==> src/rtl/responder_arbiter.sv <==
// Quiz-responder controller: locks the first eligible player press and runs the answer countdown and buzzer.
// Optional round-robin priority is built when RESPONDER_ROTATE_PRIO_EN is defined.
module responder_arbiter #(
  parameter int N_PLAYER    = 4,
  parameter int CLK_FREQ    = 50_000_000,
  parameter int ANSWER_SEC  = 30,
  parameter int BUZZ_CYCLES = 10_000_000
) (
  input  logic                        clk,
  input  logic                        rst,
  input  logic                        start_pulse,
  input  logic                        clear_pulse,
  input  logic [N_PLAYER-1:0]         key_pulse,
  output logic                        winner_valid,
  output logic [$clog2(N_PLAYER)-1:0] winner_id,
  output logic [N_PLAYER-1:0]         winner_onehot,
  output logic [N_PLAYER-1:0]         foul,
  output logic [1:0]                  state_o,
  output logic [7:0]                  sec_left,
  output logic                        buzzer
);

  localparam int IW = $clog2(N_PLAYER);
  localparam int PW = (CLK_FREQ > 1) ? $clog2(CLK_FREQ) : 1;
  localparam int BW = (BUZZ_CYCLES > 1) ? $clog2(BUZZ_CYCLES + 1) : 1;
  localparam logic [PW-1:0]       PRESC_TC  = PW'(CLK_FREQ - 1);
  localparam logic [BW-1:0]       BUZZ_LOAD = BW'(BUZZ_CYCLES);
  localparam logic [7:0]          SEC_LOAD  = 8'(ANSWER_SEC);
  localparam logic [N_PLAYER-1:0] ONE_HOT0  = {{(N_PLAYER-1){1'b0}}, 1'b1};

  typedef enum logic [1:0] {
    ST_IDLE    = 2'd0,
    ST_ARMED   = 2'd1,
    ST_LOCKED  = 2'd2,
    ST_TIMEOUT = 2'd3
  } state_t;

  state_t              state_r, state_s;
  logic [PW-1:0]       presc_r, presc_s;
  logic [BW-1:0]       buzz_cnt_r, buzz_cnt_s;
  logic                buzzer_r;
  logic                wv_r, wv_s;
  logic [IW-1:0]       wid_r, wid_s;
  logic [N_PLAYER-1:0] woh_r, woh_s;
  logic [N_PLAYER-1:0] foul_r, foul_s;
  logic [7:0]          sec_r, sec_s;
  logic                buzz_evt_s;
  logic [IW:0]         pick_s;
  logic [IW-1:0]       ptr_cur_s;

  // Search eligible presses starting at ptr, wrapping; MSB of the result flags a hit.
  function automatic logic [IW:0] pick_winner(input logic [N_PLAYER-1:0] elig,
                                              input logic [IW-1:0] ptr);
    logic          found;
    logic [IW-1:0] idx;
    found = 1'b0;
    idx   = {IW{1'b0}};
    for (int k = 0; k < N_PLAYER; k++) begin
      int j;
      j = (int'(ptr) + k) % N_PLAYER;
      if (!found && elig[j]) begin
        found = 1'b1;
        idx   = IW'(j);
      end
    end
    return {found, idx};
  endfunction

`ifdef RESPONDER_ROTATE_PRIO_EN
  logic [IW-1:0] ptr_r, ptr_s;
  assign ptr_cur_s = ptr_r;

  // Pointer advances past each new winner; clear_pulse leaves it alone.
  always_comb begin
    ptr_s = ptr_r;
    if (!clear_pulse && (state_r == ST_ARMED) && pick_s[IW]) begin
      ptr_s = (pick_s[IW-1:0] == IW'(N_PLAYER - 1)) ? {IW{1'b0}} : pick_s[IW-1:0] + IW'(1);
    end else begin
      ptr_s = ptr_r;
    end
  end

  // Round-robin pointer register.
  always_ff @(posedge clk or posedge rst) begin
    if (rst) begin
      ptr_r <= {IW{1'b0}};
    end else begin
      ptr_r <= ptr_s;
    end
  end
`else
  assign ptr_cur_s = {IW{1'b0}};
`endif

  // Next-state and next-datapath logic; clear_pulse overrides everything else.
  always_comb begin
    state_s    = state_r;
    presc_s    = presc_r;
    buzz_cnt_s = (buzz_cnt_r != {BW{1'b0}}) ? buzz_cnt_r - BW'(1) : {BW{1'b0}};
    wv_s       = wv_r;
    wid_s      = wid_r;
    woh_s      = woh_r;
    foul_s     = foul_r;
    sec_s      = sec_r;
    buzz_evt_s = 1'b0;
    pick_s     = pick_winner(key_pulse & ~foul_r, ptr_cur_s);

    if (clear_pulse) begin
      state_s    = ST_IDLE;
      presc_s    = {PW{1'b0}};
      buzz_cnt_s = {BW{1'b0}};
      wv_s       = 1'b0;
      wid_s      = {IW{1'b0}};
      woh_s      = {N_PLAYER{1'b0}};
      foul_s     = {N_PLAYER{1'b0}};
      sec_s      = 8'd0;
    end else begin
      case (state_r)
        ST_IDLE: begin
          wv_s    = 1'b0;
          wid_s   = {IW{1'b0}};
          woh_s   = {N_PLAYER{1'b0}};
          sec_s   = 8'd0;
          presc_s = {PW{1'b0}};
          foul_s  = foul_r | key_pulse;
          if (|key_pulse) buzz_evt_s = 1'b1;
          else            buzz_evt_s = 1'b0;
          if (start_pulse) state_s = ST_ARMED;
          else             state_s = ST_IDLE;
        end
        ST_ARMED: begin
          if (pick_s[IW]) begin
            state_s    = ST_LOCKED;
            wv_s       = 1'b1;
            wid_s      = pick_s[IW-1:0];
            woh_s      = ONE_HOT0 << pick_s[IW-1:0];
            sec_s      = SEC_LOAD;
            presc_s    = {PW{1'b0}};
            buzz_evt_s = 1'b1;
          end else begin
            state_s = ST_ARMED;
          end
        end
        ST_LOCKED: begin
          if (presc_r == PRESC_TC) begin
            presc_s = {PW{1'b0}};
            if (sec_r <= 8'd1) begin
              sec_s      = 8'd0;
              state_s    = ST_TIMEOUT;
              buzz_evt_s = 1'b1;
            end else begin
              sec_s = sec_r - 8'd1;
            end
          end else begin
            presc_s = presc_r + PW'(1);
          end
        end
        ST_TIMEOUT: begin
          sec_s = 8'd0;
        end
        default: begin
          state_s = ST_IDLE;
        end
      endcase
      if (buzz_evt_s) buzz_cnt_s = BUZZ_LOAD;
      else            buzz_cnt_s = buzz_cnt_s;
    end
  end

  // State register.
  always_ff @(posedge clk or posedge rst) begin
    if (rst) begin
      state_r <= ST_IDLE;
    end else begin
      state_r <= state_s;
    end
  end

  // Datapath and output registers; buzzer reflects the counter value being loaded.
  always_ff @(posedge clk or posedge rst) begin
    if (rst) begin
      presc_r    <= {PW{1'b0}};
      buzz_cnt_r <= {BW{1'b0}};
      buzzer_r   <= 1'b0;
      wv_r       <= 1'b0;
      wid_r      <= {IW{1'b0}};
      woh_r      <= {N_PLAYER{1'b0}};
      foul_r     <= {N_PLAYER{1'b0}};
      sec_r      <= 8'd0;
    end else begin
      presc_r    <= presc_s;
      buzz_cnt_r <= buzz_cnt_s;
      buzzer_r   <= (buzz_cnt_s != {BW{1'b0}});
      wv_r       <= wv_s;
      wid_r      <= wid_s;
      woh_r      <= woh_s;
      foul_r     <= foul_s;
      sec_r      <= sec_s;
    end
  end

  assign state_o       = state_r;
  assign winner_valid  = wv_r;
  assign winner_id     = wid_r;
  assign winner_onehot = woh_r;
  assign foul          = foul_r;
  assign sec_left      = sec_r;
  assign buzzer        = buzzer_r;

endmodule

==> config.mk <==
export PLATFORM = sky130hd
export DESIGN_NAME = responder_arbiter
export DESIGN_NICKNAME = d
export VERILOG_FILES = /design/src/rtl/responder_arbiter.sv
export SDC_FILE = /design/constraint.sdc
export NUM_CORES = 1
export LEC_CHECK = 0
export ABC_AREA = 1
export ABC_CLOCK_PERIOD_IN_PS = 6300
export CORE_MARGIN = 5
export CORE_UTILIZATION = 55
export DETAILED_ROUTE_END_ITERATION = 8
export PLACE_DENSITY = 0.84
export SYNTH_ARGS = -nofsm -noshare
export SYNTH_HDL_FRONTEND = slang
export SYNTH_SLANG_ARGS = --single-unit
export TNS_END_PERCENT = 1
==> constraint.sdc <==
create_clock -name clk -period 6.3 [get_ports clk]
set_input_delay 1.575 -clock clk [delete_from_list [all_inputs] [get_ports clk]]
set_output_delay 1.575 -clock clk [all_outputs]
set_load 0.01 [all_outputs]
==> flow_summary_export.csv <==
group,metric,value,unit
sta,post-route-worst-setup-slack,2310,ps
placed_design,hpwl,7.60,mm
clocking,clock_transition_at_the_registers_of_the_reported_paths,70,ps
routing,postRouteWirelength,10.3,mm
sta,clock_skew,11.2,ps
die,floorplan.die_area,9780,µm²
power_and_ir_drop,max-vdd-ir-drop,0.000149,V
setup_path,worst_reg2reg_path_endpoint,"presc_r[19]",
global_route,gr-usage-all-layers,22.2,%
sta,hold_viol_final,0,
final_layout,antenna_cells,0,
routing,wl_per_cell,13.8,µm
power_and_ir_drop,leakagePower,2.45,nW
sta,grt_setup_unrepaired,"no",
clocking,insertion_delay,360,ps
setup_path,required,6560,ps
setup_path,worst_setup_path_startpoint,"clear_pulse",
final_layout,fillCellCount,676,
clocking,postCtsHoldBufs,0,
logic_synthesis,ys_warn_count,0,
final_layout,layout.nets,657,
logic_synthesis,seq_area_frac_synth,41.5,%
die,initial_utilization,56.3,%
status,run_status,"complete, no violations",
final_layout,postLayoutCoreUtil,63.7,%
placed_design,pre_cts_slack,1990,ps
placed_design,input_output_buffers,29,
global_route,largest_net_degree_at_the_start_of_global_routing,73,
logic_synthesis,synthesis.instances,608,
setup_path,worst_reg2reg_path_length_in_cells,9,
sta,finalCritPeriodShare,63.3,%
sta,setup-violations-final,0,
routing,vias,4040,
die,core,7730,µm²
final_layout,syn_to_final_growth,13.2,%
sta,layout_min_cycle_time,3990,ps
sta,worst_slew_pin_slew,914,ps
global_route,grt_antenna_before_repair,0,
routing,avgViaCountPerCell,5.41,
placed_design,globalplace.congestion,0.925,
clocking,number_of_sinks_on_the_clock_net,72,
global_route,grt_first_pass_wirelength,17.9,mm
routing,drt-initial-drc-count,266,
clocking,number_of_setup_buffers_added_after_cts,0,
die,top_level_ports,30,
setup_path,setup.worst_path.class,"input port to flop",
clocking,tritoncts,"done",
clocking,clock_path_buffers,2,
setup_path,critical_path_arrival,4250,ps
power_and_ir_drop,total_power,1.71,mW
final_layout,most_common_library_cell_in_the_layout_ignoring_fill_and_taps,"sky130_fd_sc_hd__nand2_1",
flow_run,max-cap-violations,0,
die,die_boundary_width,98.9,µm
sta,setup_total_negative_slack,0,ps
setup_path,crit-reg2reg-launch,"state_o[0]",
clocking,ctsHtreeMaxLevel,3,
global_route,grt_pass1_vias,3965,
setup_path,setup.worst_path.end,"presc_r[12]",
sta,maxSlewHeadroom,39.1,%
logic_synthesis,netlist_area,4350,µm²
setup_path,crit_path_start_kind,"input port",
routing,drt.antenna.violating_nets,0,
sta,achievable-frequency,251,MHz
clocking,clock_tree.root_cell,"sky130_fd_sc_hd__clkbuf_8",
final_layout,ratio_of_cells_with_drive_above_1_in_the_final_layout,6.51,%
logic_synthesis,synth.avg_cell_area,7.15,µm²
setup_path,crit_path_end_kind,"flop",
logic_synthesis,synthesis.nets,625,
setup_path,reg2reg_slack,3310,ps
routing,drt_pre_antenna_iters,6,
power_and_ir_drop,power_per_cell_area,347,nW/µm²
sta,finalMaxSlewViolations,0,
hold_path,hold_path.class,"flop to flop",
global_route,grt.overflow.total,0,
die,core.rowCount,32,
logic_synthesis,synth_seq_cells,72,
setup_path,crit_path_max_fanout,15,
final_layout,layout.cells.most_common_list,"sky130_fd_sc_hd__nand2_1, sky130_fd_sc_hd__nor2_1, sky130_fd_sc_hd__inv_1",
routing,route.detailed.drc,0,
die,fp.dieH,98.9,µm
clocking,cts_resized,0,
clocking,number_of_buffers_inserted_during_clock_tree_synthesis,9,
logic_synthesis,yosysUniqueCellTypes,39,
==> critical path: stages <==
cell and delay (ps):
sky130_fd_sc_hd__clkdlybuf4s50_1 590, sky130_fd_sc_hd__inv_1 370, sky130_fd_sc_hd__nand4_1 230, sky130_fd_sc_hd__nand2_1 410, sky130_fd_sc_hd__inv_2 220, sky130_fd_sc_hd__nand2_1 370
sky130_fd_sc_hd__inv_1 230, sky130_fd_sc_hd__a211oi_1 240
==> synthesized netlist by cell type, drive strengths merged <==
master / n / share of area, %
nand3b: 1 / 0.17
a31o: 1 / 0.20
dfrtp: 72 / 41
nand4: 14 / 2.2
a21oi: 28 / 3.2
nor2: 92 / 8.5
xnor2: 4 / 0.81
and3: 1 / 0.14
ha: 9 / 2.6
xor2: 15 / 3.0
o221ai: 1 / 0.20
o21ai: 26 / 3.0
clkinv: 1 / 0.086
o21bai: 3 / 0.52
clkbuf: 1 / 0.086
and2: 1 / 0.14
nor3: 16 / 2.1
nor4: 5 / 0.86
a31oi: 2 / 0.29
o21a: 1 / 0.17
a211oi: 1 / 0.17
or2: 2 / 0.29
nand2: 166 / 15
inv: 87 / 7.5
o31ai: 3 / 0.52
o41ai: 3 / 0.60
buf: 8 / 1.2
nand3: 44 / 5.4
==> where the power goes <==
part	internal, mW	switching (mW)	total [mW]
sequential	0.526	0.0661	0.592
combinational	0.247	0.478	0.725
clock	0.206	0.183	0.389
total	0.979	0.727	1.71
==> kinds of logic (layout without fill, tap and decap cells) <==
family / after synthesis / after routing / synth area share (%)
XOR/XNOR: 19 / 19 / 3.83
AND/OR/NAND/NOR: 342 / 342 / 34.3
AO/OA/AOI/OAI: 69 / 69 / 8.89
flip-flops: 72 / 72 / 41.5
adder cells (fa/ha/maj): 9 / 9 / 2.59
buffers and inverters: 97 / 134 / 8.92
==> sequential cells by signal, summed over array words and instances, names as in the netlist <==
name           cells
presc_r           26
buzz_cnt_r        24
sec_left           8
foul               4
winner_onehot      4
state_o            2
winner_id          2
buzzer             1
winner_valid       1
==> layer usage <==
layer	part of all wire, %	wire length, µm	global-route usage, %
met4	1.5	158	8.09
met5	0	0	0
met1	44	4570	29.3
met3	5.5	565	3.89
met2	49	4990	36.7
==> per-stage QoR <==
stage          instance area (µm²)  instances  hold WS (ps)
6_report                      4920        747           446
3_3_place_gp                  4710        731           416
4_1_cts                       4920        747           455
2_1_floorplan                 4350        608           403
5_1_grt                       4920        747           472
3_5_place_dp                  4710        731           445
==> how the worst min path moves through the flow <==
| stage | from | end | slack (ps) | cells after the start |
|---|---|---|---|---|
| after floorplan | buzz_cnt_r[0] | buzz_cnt_r[0] | 400 | 1 |
| after global placement | buzz_cnt_r[0] | buzz_cnt_r[0] | 420 | 1 |
| after detailed placement | buzz_cnt_r[0] | buzz_cnt_r[0] | 450 | 1 |
| after CTS | buzz_cnt_r[0] | buzz_cnt_r[0] | 450 | 1 |
| after global routing | buzz_cnt_r[0] | buzz_cnt_r[0] | 470 | 1 |
| final | buzz_cnt_r[0] | buzz_cnt_r[0] | 450 | 1 |
==> final cells by class <==
cell class,count,area [µm²],area share (%)
multi-input cells,439,2160,43.8
clock inverters,4,51.3,1.04
clock buffers,12,155,3.15
inverters,88,330,6.71
flip-flops and latches,72,1800,36.6
repair buffers,30,298,6.05
well taps,102,128,2.59
No activity file was read; power rests on OpenSTA's default activity.
